--- src/rtl/stage5_pack_if.sv ---
// Handshake and payload bundle between stage4, the binary16 packer and its consumer.
interface stage5_pack_if;
  logic        in_valid;
  logic        in_ready;
  logic        sign;
  logic [10:0] norm_sum;
  logic [6:0]  exp_final;
  logic        out_valid;
  logic        out_ready;
  logic [15:0] out_data;

  // Producer/consumer side
  modport master (
    output in_valid, sign, norm_sum, exp_final, out_ready,
    input  in_ready, out_valid, out_data
  );

  // Packer side
  modport slave (
    input  in_valid, sign, norm_sum, exp_final, out_ready,
    output in_ready, out_valid, out_data
  );
endinterface

--- src/rtl/stage5_pack.sv ---
// Output stage of the SD4 MAC: packs sign/normalized magnitude/exponent into binary16,
// keeps sticky overflow/underflow flags and buffers results in a small FIFO.
module stage5_pack #(
  parameter int unsigned BIAS    = 15,
  parameter int unsigned DEPTH   = 2,
  parameter int unsigned SAT_MAX = 0
) (
  input  logic              clk,
  input  logic              rst,
  stage5_pack_if.slave      bus,
  input  logic              flag_clr,
  output logic              ovf_flag,
  output logic              unf_flag,
  output logic [15:0]       result_cnt
);

  localparam int unsigned AW = (DEPTH > 1) ? $clog2(DEPTH) : 1;
  localparam int unsigned CW = $clog2(DEPTH + 1);

  logic [15:0]       mem_q [DEPTH];
  logic [AW-1:0]     wr_ptr_q, wr_ptr_d;
  logic [AW-1:0]     rd_ptr_q, rd_ptr_d;
  logic [CW-1:0]     count_q, count_d;
  logic              ovf_q, ovf_d;
  logic              unf_q, unf_d;
  logic [15:0]       cnt_q, cnt_d;

  logic signed [7:0] be_c;
  logic [7:0]        sh_c;
  logic [9:0]        mant_c;
  logic [15:0]       pack_c;
  logic              ovf_c, unf_c;
  logic              in_ready_c, out_valid_c, push_c, pop_c;

  // Biased exponent; an 8-bit signed result covers the full 7-bit input range.
  assign be_c = $signed({exp_final_sx(bus.exp_final)}) + $signed(8'(BIAS));
  assign sh_c = 8'(8'sd1 - be_c);

  function automatic logic [7:0] exp_final_sx(input logic [6:0] e);
    return {e[6], e};
  endfunction

  // Binary16 packing of the current input
  always_comb begin
    pack_c = {bus.sign, 15'b0};
    mant_c = '0;
    ovf_c  = 1'b0;
    unf_c  = 1'b0;
    if (bus.norm_sum != 11'd0) begin
      if (be_c >= 8'sd31) begin
        ovf_c  = 1'b1;
        pack_c = (SAT_MAX != 0) ? {bus.sign, 15'h7BFF} : {bus.sign, 5'h1F, 10'h000};
      end else if (be_c >= 8'sd1) begin
        pack_c = {bus.sign, be_c[4:0], bus.norm_sum[9:0]};
      end else begin
        unf_c = 1'b1;
        if (sh_c < 8'd11) mant_c = 10'(bus.norm_sum >> sh_c[3:0]);
        pack_c = {bus.sign, 5'b0, mant_c};
      end
    end
  end

  assign in_ready_c  = (count_q < CW'(DEPTH));
  assign out_valid_c = (count_q != '0);
  assign push_c      = bus.in_valid & in_ready_c;
  assign pop_c       = out_valid_c & bus.out_ready;

  // Next-state for pointers, occupancy, flags and pop counter; a new set beats a clear.
  always_comb begin
    wr_ptr_d = wr_ptr_q;
    rd_ptr_d = rd_ptr_q;
    count_d  = count_q + CW'(push_c) - CW'(pop_c);
    cnt_d    = cnt_q;
    ovf_d    = (ovf_q & ~flag_clr) | (push_c & ovf_c);
    unf_d    = (unf_q & ~flag_clr) | (push_c & unf_c);
    if (push_c) wr_ptr_d = wr_ptr_q + AW'(1);
    if (pop_c) begin
      rd_ptr_d = rd_ptr_q + AW'(1);
      cnt_d    = cnt_q + 16'd1;
    end
  end

  always_ff @(posedge clk or posedge rst) begin
    if (rst) begin
      wr_ptr_q <= '0;
      rd_ptr_q <= '0;
      count_q  <= '0;
      ovf_q    <= 1'b0;
      unf_q    <= 1'b0;
      cnt_q    <= '0;
      for (int unsigned i = 0; i < DEPTH; i++) mem_q[i] <= '0;
    end else begin
      wr_ptr_q <= wr_ptr_d;
      rd_ptr_q <= rd_ptr_d;
      count_q  <= count_d;
      ovf_q    <= ovf_d;
      unf_q    <= unf_d;
      cnt_q    <= cnt_d;
      if (push_c) mem_q[wr_ptr_q] <= pack_c;
    end
  end

  assign bus.in_ready  = in_ready_c;
  assign bus.out_valid = out_valid_c;
  assign bus.out_data  = mem_q[rd_ptr_q];
  assign ovf_flag      = ovf_q;
  assign unf_flag      = unf_q;
  assign result_cnt    = cnt_q;

endmodule
--- src/flat_wrapper.sv ---
// flat-port wrapper written by rule: the top's interface ports become plain ports
module stage5_pack_flat 
#(
  parameter int unsigned BIAS    = 15,
  parameter int unsigned DEPTH   = 2,
  parameter int unsigned SAT_MAX = 0
)
  (clk, rst, flag_clr, ovf_flag, unf_flag, result_cnt, bus_in_valid, bus_sign, bus_norm_sum, bus_exp_final, bus_out_ready, bus_in_ready, bus_out_valid, bus_out_data);
  stage5_pack_if bus_i ();
  input  logic clk;
  input  logic rst;
  input  logic flag_clr;
  output logic ovf_flag;
  output logic unf_flag;
  output logic [15:0] result_cnt;
  input wire logic [$bits(bus_i.in_valid)-1:0] bus_in_valid;
  input wire logic [$bits(bus_i.sign)-1:0] bus_sign;
  input wire logic [$bits(bus_i.norm_sum)-1:0] bus_norm_sum;
  input wire logic [$bits(bus_i.exp_final)-1:0] bus_exp_final;
  input wire logic [$bits(bus_i.out_ready)-1:0] bus_out_ready;
  output wire logic [$bits(bus_i.in_ready)-1:0] bus_in_ready;
  output wire logic [$bits(bus_i.out_valid)-1:0] bus_out_valid;
  output wire logic [$bits(bus_i.out_data)-1:0] bus_out_data;
  assign bus_i.in_valid = bus_in_valid;
  assign bus_i.sign = bus_sign;
  assign bus_i.norm_sum = bus_norm_sum;
  assign bus_i.exp_final = bus_exp_final;
  assign bus_i.out_ready = bus_out_ready;
  assign bus_in_ready = bus_i.in_ready;
  assign bus_out_valid = bus_i.out_valid;
  assign bus_out_data = bus_i.out_data;
  stage5_pack #(.BIAS(BIAS), .DEPTH(DEPTH), .SAT_MAX(SAT_MAX)) u_core (.clk(clk), .rst(rst), .bus(bus_i), .flag_clr(flag_clr), .ovf_flag(ovf_flag), .unf_flag(unf_flag), .result_cnt(result_cnt));
endmodule
--- config.mk ---
export PLATFORM = sky130hd
export DESIGN_NAME = stage5_pack_flat
export DESIGN_NICKNAME = d
export VERILOG_FILES = /design/src/rtl/stage5_pack_if.sv /design/src/rtl/stage5_pack.sv /design/src/flat_wrapper.sv
export SDC_FILE = /design/constraint.sdc
export NUM_CORES = 1
export LEC_CHECK = 0
export ABC_CLOCK_PERIOD_IN_PS = 2300
export CAP_MARGIN = 20
export CORE_ASPECT_RATIO = 1.4
export CORE_MARGIN = 1
export CORE_UTILIZATION = 50
export CTS_CLUSTER_SIZE = 25
export DETAILED_ROUTE_END_ITERATION = 7
export PLACE_DENSITY = 0.8
export SYNTH_ARGS = -nofsm -noshare
export SYNTH_HDL_FRONTEND = slang
export SYNTH_SLANG_ARGS = --single-unit
--- constraint.sdc ---
create_clock -name clk -period 2.3 [get_ports clk]
set_input_delay 0.345 -clock clk [delete_from_list [all_inputs] [get_ports clk]]
set_output_delay 0.345 -clock clk [all_outputs]
set_load 0.03 [all_outputs]
# After elaboration in Yosys (flattened, before gate mapping)
# Index checks and enable logic that the tools add are counted.
[word_totals]
word_cells = 52
regBits = 54
input_bits = 24
[op_classes]
shifts = 1
n_mux = 15
order_cmp = 7
addsub = 7
n_reduce_logical = 3
n_bitwise = 11
[ops]
columns = ["operator", "count"]
rows = [
  ["16-bit 2-to-1 mux", 4],
  ["15-bit 2-to-1 mux", 3],
  ["32-bit bitwise mux", 1],
  ["16-bit by 1-bit adder with 16-bit output, second input constant", 1],
  ["16-bit demux with 1-bit select", 1],
  ["11-bit nonzero test", 1],
  ["11-bit by 4-bit right shift with 10-bit output", 1],
  ["10-bit 2-to-1 mux", 1],
  ["7-bit by 5-bit adder with 8-bit output, second input constant", 1],
  ["8-bit by 2-bit greater-or-equal comparator with 1-bit output, second input constant", 1],
  ["8-bit by 6-bit greater-or-equal comparator with 1-bit output, second input constant", 1],
  ["8-bit by 4-bit < comparator with 1-bit output, second input constant", 1],
  ["2-bit by 8-bit subtractor with 8-bit output, first input constant", 1],
  ["1-bit bitwise AND", 6],
  ["1-bit 2-to-1 mux", 5],
  ["2-bit greater-or-equal comparator, second input constant", 2],
  ["1-bit NOT with 2-bit output", 2],
  ["1-bit adder, second input constant", 2],
  ["2-bit by 1-bit adder with 2-bit output", 1],
  ["2-bit by 1-bit < comparator with 1-bit output, second input constant", 1],
  ["2-bit < comparator, second input constant", 1],
  ["1-bit OR", 2],
  ["2-bit nonzero test", 1],
  ["2-bit by 1-bit subtractor with 2-bit output", 1],
  ["other kinds (2)", 2],
]

# Longest topological paths before layout
# Gate-level depths: netlist of the first run.
[depth]
word_depth = 8
depth_mapped = 12

# Worst setup path after synthesis of the first run
# Ideal clock, no wire load.
[synth_path]
path_type = "input-to-reg"
from = "in bus_exp_final[0]"
to = "reg u_core.mem_q[16] in the netlist's numbering"
t_arrival_ns = 2.409
required_ns = 2.173
cell_stages = 11
slack_ns = -0.236
n_path_buf = 4
cell_sequence = "buf_6 buf_4 inv_1 ha_1 clkbuf_1 buf_1 mux4_2 mux2i_1 o22ai_1 a32oi_1 o21ai_1"
[synth_via]
elab_chain_cells = 8
elab_cells_between_ends = 11
classes_between = "add/sub: 2; order compare: 3; shift: 1; mux: 5"
[synth_lines]
columns = ["element", "line_no", "rtl"]
rows = [
  ["from (decl)", "flat_wrapper.sv:19", "input wire logic [$bits(bus_i.exp_final)-1:0] bus_exp_final;"],
  ["7-bit by 5-bit adder with 8-bit output *", "stage5_pack.sv:36", "assign be_c = $signed({exp_final_sx(bus.exp_final)}) + $signed(8'(BIAS));"],
  ["2-bit by 8-bit subtractor with 8-bit output", "stage5_pack.sv:37", "assign sh_c = 8'(8'sd1 - be_c);"],
  ["8-bit by 4-bit < comparator with 1-bit output or 11-bit by 4-bit right shift with 10-bit output (tied branches)", "stage5_pack.sv:57", "if (sh_c < 8'd11) mant_c = 10'(bus.norm_sum >> sh_c[3:0]);"],
  ["10-bit 2-to-1 mux", "stage5_pack.sv:57", ""],
  ["15-bit 2-to-1 mux", "stage5_pack.sv:53", "end else if (be_c >= 8'sd1) begin"],
  ["15-bit 2-to-1 mux *", "stage5_pack.sv:50", "if (be_c >= 8'sd31) begin"],
  ["15-bit 2-to-1 mux *", "stage5_pack.sv:49", "if (bus.norm_sum != 11'd0) begin"],
  ["32-bit bitwise mux *", "stage5_pack.sv:99", "if (push_c) mem_q[wr_ptr_q] <= pack_c;"],
  ["to (signal, indexed assignment)", "stage5_pack.sv:99", ""],
  ["to (decl)", "stage5_pack.sv:20", "logic [15:0] mem_q [DEPTH];"],
]
# Mark *: on every way between the ends. The rest lies on a longest branch, timed or not.
# A chain may end at the register's enable or synchronous reset.

# Worst setup path after layout of the first run
[layout_path]
from = "in bus_exp_final[2]"
to = "reg u_core.mem_q[24] in the netlist's numbering"
# Same word-level chain as after synthesis.

==> impl_metrics.py, run 1 <==
metrics = {
    "outcome": {
        "status": "finished, violations left",
        "violations": "design-rule violations, negative setup slack",
    },
    "cells_and_area": {
        "final_common_cell": "clkdlybuf4s50_1",
        "area.growth.synth_to_final_pct": 43.0,
        "final_cell_mix": "56 x clkdlybuf4s50_1, 54 x dfrtp_1, 52 x buf_4, 43 x nand2_1, 18 x mux2_2",
        "antennaDiodeCount": 0,
        "num-fill-cells": 446,
        "finalInstanceArea_um2": 4700,
        "drive_gt1_frac": 0.292,
        "nets": 461,
    },
    "floorplan": {
        "dieWidth_um": 70.5,
        "start_util": 0.522,
        "core_area_um2": 6300,
        "rows": 34,
        "io_pins": 60,
        "die_area_um2": 6900,
        "die_y_um": 97.9,
    },
    "grt": {
        "grt_pass1_vias": 2785,
        "use_met3": 0.0289,
        "grt-ovfl-total": 0,
        "grt.met1_usage": 0.295,
        "top_usage_layer": "met2",
        "antenna_found_initial": 0,
        "grt_use_total": 0.237,
        "grt_max_degree": 33,
        "grt_pass1_wl_um": 13100,
        "met2_usage": 0.425,
    },
    "routing": {
        "drc_errors": 16,
        "vias": 3024,
        "vias_per_cell": 6.00,
        "routedWlPerCell_um": 17.3,
        "dr.pass1.iters": 6,
        "wl_um": 8710,
        "drt_iter0_drc": 174,
        "drtAntennaViolNets": 0,
    },
    "timing": {
        "rsz0062_at_grt": "true",
        "hold_violations": 0,
        "worst_slack_ps": -30.3,
        "fmax_mhz": 429,
        "period_share": 1.01,
        "finalMaxSlewViolations": 0,
        "fin_crit_ps": 2330,
        "setup_viol": 1,
        "worstMarginPinSlew_ps": 493,
        "slew_headroom": 0.671,
        "finClkSkew_ps": 5.83,
    },
    "clocking": {
        "cts_hold_buf": 0,
        "cts.path.max_buffers": 2,
        "cts_tree": "done",
        "clkSinkCount": 54,
        "numCtsBuffers": 5,
        "clk_pin_slew_worst_paths_ps": 90,
        "clkLatencyLatePin_ps": 310,
        "cts_htree_levels": 2,
        "root_buffer": "clkbuf_8",
    },
    "yosys": {
        "synth_area_leader_cell": "dfrtp_1",
        "yosysUniqueCellTypes": 49,
        "ys_seq_elements": 54,
        "netlist_instances": 323,
        "synth_edf_count": 0,
        "synth_nets": 353,
        "yosysSeqAreaShare": 0.411,
        "syn_area_um2": 3290,
        "synth_flop_cell": "dfrtp_1",
        "synth-async-reset-ratio": 1.00,
        "avgSynthCellArea_um2": 10.2,
        "ys_warn_count": 0,
        "synth_top_area_share": 0.411,
        "synthTopCellsByArea": "dfrtp_1 41%, mux2_2 6.2%, nand2_1 5.3%",
    },
    "worst_setup_path": {
        "startpoint_type": "input port",
        "path_class": "in -> reg",
        "cp-end-kind": "register",
        "crit_top_cell": "buf_4",
        "ff2ff_path_depth": 8,
        "critPathSlowestCell": "clkdlybuf4s50_1",
        "critPathArrivalTime_ps": 2560,
        "reg2reg_slack_ps": 630,
        "crit_required_ps": 2530,
        "crit_chain": "clkdlybuf4s50_1 > buf_12 > nor4_4 > buf_4 > nor2_4 > buf_4 > buf_4 > o22ai_1 > nand2_2 > o2bb2ai_4 > a41oi_2 > a22oi_1",
        "crit_fanout": 11,
        "slowest_delay_ps": 440,
        "r2r-end": "u_core.count_q[1]$_DFF_PP0_",
        "r2r_start": "u_core.count_q[1]$_DFF_PP0_",
        "critPathLaunch": "bus_exp_final[2]",
    },
    "pwr": {
        "leakage_nw": 2.03,
        "powerDensity_nw_per_um2": 1020,
        "ir_drop_mv": 0.482,
        "finalPower_mw": 4.78,
    },
    "place": {
        "dpl-instance-area_um2": 4280,
        "place_congestion": 0.842,
        "io_buffers": 59,
        "place_ws_ps": -338,
        "dp_hpwl_um": 5890,
    },
    "worst_hold_path": {
        "hold_path.class": "in -> async",
    },
    "flow_run": {
        "cap_viol_max_count": 0,
    },
}
## worst max-delay path: cells and delay by family
family / cells / cell delay (ps)
buf+inv: 5 / 1030
simple gates: 3 / 360
compound gates: 4 / 800
## cells by family after synthesis
kind of cell               Yosys count  share of synthesized area
and+or+nand+nor                    102                      0.157
AOI/OAI and AO/OA                   75                      0.167
DFF                                 54                      0.411
muxes                               33                      0.126
xor gates and xnor gates            27                     0.0743
buffers and inverters               26                     0.0407
adders and majority gates            6                     0.0228
## layout make-up
type                       instances  area (µm²)  area share
clock buffer                       6        72.6      0.0154
clock inverter                     2        13.8     0.00293
inverter                           9        33.8     0.00719
multi-input combinational        244        2030       0.432
sequential                        54        1350       0.288
tap                               72        90.1      0.0192
timing repair buffer             117        1100       0.235
## registers in the layout, summed over array words and instances, names as in the netlist
signal and count:
u_core.rd_ptr_q 1, u_core.count_q 2, u_core.wr_ptr_q 1, u_core.result_cnt 16
u_core.ovf_flag 1, u_core.unf_flag 1, u_core.mem_q 32
## power breakdown
group	internal [mW]	total (mW)	switching, mW
Sequential	1.32	1.58	0.264
Clock	0.216	0.532	0.316
Combinational	1.24	2.66	1.43
Total	2.77	4.78	2.01
## routing by layer
metal,vias up,part of all wire
met5,-,0
met4,0,0.041
met3,28,0.053
met2,124,0.53
met1,1478,0.38
li1,1394,-
## synth_stat cells, drive strengths merged (7+ instances only)
cell     n
nor2    16
dfrtp   54
xnor2   18
buf     10
mux2i   10
clkbuf   7
a22o    10
xor2     9
o22ai    7
a32oi    9
inv      9
nand2   46
mux2    18
o21ai   24
## per-stage QoR
| step | utilization | hold WS [ps] | TNS [ps] | instances |
|---|---|---|---|---|
| floorplan | - | 440 | 0 | 323 |
| global placement | 0.679 | 456 | -7210 | 483 |
| detailed placement | 0.679 | 462 | -8440 | 483 |
| CTS | 0.695 | 389 | -3.00 | 491 |
| global route | 0.746 | 434 | -488 | 504 |
| finish | 0.746 | 370 | -30.3 | 504 |
## how the worst max path moves through the flow
stage                                               to  slack, ps  cells past startpoint
after floorplan           u_core.mem_q[23]$_DFFE_PP0P_         20                     12
after global placement    u_core.mem_q[18]$_DFFE_PP0P_       -300                     11
after detailed placement  u_core.mem_q[23]$_DFFE_PP0P_       -340                     10
after CTS                 u_core.mem_q[23]$_DFFE_PP0P_         -3                     10
after global routing      u_core.mem_q[24]$_DFFE_PP0P_       -120                     12
final                     u_core.mem_q[24]$_DFFE_PP0P_        -30                     12
## repair_timing
item	CTS	global route
endpoints found under the setup margin	3	30
gates resized for setup	2	37
gates cloned	0	2
pin swaps	0	23
buffers inserted	0	11
(Power assumes the default switching activity.)
==> run 2: changes to the inputs <==
--- a/config.mk
+++ b/config.mk
@@ -5,7 +5,7 @@
 export SDC_FILE = /design/constraint.sdc
 export NUM_CORES = 1
 export LEC_CHECK = 0
-export ABC_CLOCK_PERIOD_IN_PS = 2300
+export ABC_CLOCK_PERIOD_IN_PS = 2800
 export CAP_MARGIN = 20
 export CORE_ASPECT_RATIO = 1.4
 export CORE_MARGIN = 1
==> constraint.sdc (replaced) <==
create_clock -name clk -period 2.8 [get_ports clk]
set_input_delay 0.42 -clock clk [delete_from_list [all_inputs] [get_ports clk]]
set_output_delay 0.42 -clock clk [all_outputs]
set_load 0.03 [all_outputs]
==> run 2 against run 1 <==
The run ends with design-rule violations left. Sequential share of layout area grew 3.7 points. Largest power group unchanged. Clock skew shrank 2.9 ps. Clock power shrank 15%. Register-to-register slack gained 260 ps. Critical path depth shrank 2. Cell count shrank 7.5%. Worst hold slack gained 110 ps. First-iteration DRC count grew 20%. Final area shrank 12%. Combinational power shrank 24%.
==> impl_metrics.py, run 2 (synthesis results as in run 1) <==
metrics = {
    "outcome": {
        "status": "finished, violations left",
        "violations": "design-rule violations",
    },
    "cells_and_area": {
        "antennaDiodeCount": 0,
        "largest_reg_flops": 32,
        "utilization": 0.660,
        "num-fill-cells": 529,
        "final_common_cell": "clkdlybuf4s50_1",
        "drive_gt1_frac": 0.155,
        "regMostFlops": "u_core.mem_q",
        "nets": 423,
        "area.growth.synth_to_final_pct": 26.5,
        "final_cell_mix": "59 x clkdlybuf4s50_1, 54 x dfrtp_1, 46 x nand2_1",
    },
    "grt": {
        "grt_max_degree": 55,
        "grt-ovfl-total": 0,
        "antenna_found_initial": 0,
        "grt_use_total": 0.234,
        "grt_pass1_wl_um": 13000,
        "grt_pass1_vias": 2834,
    },
    "place": {
        "io_buffers": 59,
        "dp_hpwl_um": 5820,
        "place_congestion": 0.915,
    },
    "worst_setup_path": {
        "crit_top_cell": "ha_1",
        "crit_chain": "clkdlybuf4s50_1 > inv_1 > ha_1 > xnor2_1 > ha_1 > a311oi_1 > a21oi_1 > buf_4 > a32oi_1 > a22oi_1",
        "path_class": "in -> reg",
        "ff2ff_path_depth": 7,
        "startpoint_type": "input port",
        "r2r_start": "u_core.count_q[1]$_DFF_PP0_",
        "critPathSlowestCell": "clkdlybuf4s50_1",
        "cp-end-kind": "register",
        "slowest_delay_ps": 480,
        "crit_fanout": 9,
        "critPathArrivalTime_ps": 2750,
        "reg2reg_slack_ps": 890,
        "crit_required_ps": 2970,
        "r2r-end": "u_core.result_cnt[15]$_DFFE_PP0P_",
    },
    "floorplan": {
        "die_y_um": 97.9,
        "core_area_um2": 6300,
        "dieWidth_um": 70.5,
        "io_pins": 60,
        "die_area_um2": 6900,
        "rows": 34,
        "start_util": 0.522,
    },
    "routing": {
        "drc_errors": 8,
        "vias_per_cell": 5.98,
        "drtAntennaViolNets": 0,
        "wl_met1_um": 3060,
        "vias": 2785,
        "wl_um": 7600,
        "wl_met3_um": 272,
        "routedWlPerCell_um": 16.3,
        "dr.pass1.iters": 6,
        "top_layer": "met4",
        "drt_iter0_drc": 209,
        "met2_length_um": 4120,
    },
    "clocking": {
        "cts.path.max_buffers": 2,
        "root_buffer": "clkbuf_8",
        "cts_setup_buffers": 0,
        "clkSinkCount": 54,
        "clk_pin_slew_worst_paths_ps": 90,
        "cts_tree": "done",
        "post_cts_resize_count": 0,
        "clkLatencyLatePin_ps": 310,
        "cts_htree_levels": 2,
        "cts_hold_buf": 0,
        "numCtsBuffers": 5,
    },
    "timing": {
        "period_share": 0.924,
        "tns_ps": 0,
        "slew_headroom": 0.641,
        "finalMaxSlewViolations": 0,
        "finClkSkew_ps": 2.92,
        "hold_violations": 0,
        "fin_crit_ps": 2590,
        "fmax_mhz": 387,
        "rsz0062_at_grt": "false",
        "setup_viol": 0,
        "worstMarginPinSlew_ps": 534,
    },
    "pwr": {
        "power_switching_mw": 1.55,
        "p_clk_frac": 0.121,
        "power_frac_seq": 0.342,
        "powerDensity_nw_per_um2": 904,
        "leakage_nw": 1.77,
        "ir_drop_mv": 0.384,
        "finalPower_mw": 3.76,
        "switching_share": 0.412,
        "p_comb_frac": 0.537,
        "p_int_mw": 2.21,
    },
    "flow_run": {
        "cap_viol_max_count": 0,
    },
    "worst_hold_path": {
        "hold_path.class": "in -> async",
    },
}
## run 2: power by group through the flow
stage | Combinational, mW | Sequential (mW) | Clock (mW)
after CTS | 2.04 | 1.28 | 0.465
after floorplan | 1.23 | 1.35 | 0
after global routing | 2.17 | 1.32 | 0.494
after global placement | 1.97 | 1.28 | 0
after detailed placement | 2.03 | 1.30 | 0
final | 2.02 | 1.28 | 0.454
## run 2: area by class of cell
class                   count  area [µm²]  share of cell area
multi-input cells         243        1800               0.433
clock buffers               6        82.6              0.0199
well taps                  72        90.1              0.0217
flip-flops and latches     54        1350               0.325
clock inverters             2        12.5             0.00301
inverters                   9        33.8             0.00813
repair buffers             80         786               0.189
## run 2: how the worst max path moves through the flow
| stage | start | end | slack (ps) | cells after the start |
|---|---|---|---|---|
| finish | bus_exp_final[0] | u_core.mem_q[23]$_DFFE_PP0P_ | 210 | 10 |
| global route | bus_exp_final[0] | u_core.mem_q[24]$_DFFE_PP0P_ | 9 | 11 |
| CTS | bus_exp_final[0] | u_core.mem_q[23]$_DFFE_PP0P_ | 240 | 10 |
| detailed placement | bus_exp_final[0] | u_core.mem_q[23]$_DFFE_PP0P_ | -100 | 10 |
| global placement | bus_exp_final[0] | u_core.mem_q[17]$_DFFE_PP0P_ | -9 | 11 |
| floorplan | bus_exp_final[0] | u_core.mem_q[16]$_DFFE_PP0P_ | 190 | 11 |
## run 2: per-layer routing
layer,track usage,up-vias
met5,0,-
met2,0.444,86
met1,0.261,1373
met3,0.0330,12
li1,-,1314
met4,0.0848,0
## run 2: worst max-delay path: cells and delay by family
kind,cells,cell delay (ps)
AOI/OAI and AO/OA,4,950
buffers and inverters,3,730
xor gates and xnor gates,1,150
adders and majority gates,2,490
## run 2: metrics by stage
stage                     instance area [µm²]  std cells  setup WS (ps)  hold slack, ps
after floorplan                          3290        323            189             440
after global placement                   4060        458          -9.29             457
after detailed placement                 4060        458           -102             457
after CTS                                4160        466            239             481
after global routing                     4160        466           8.73             509
final                                    4160        466            213             475
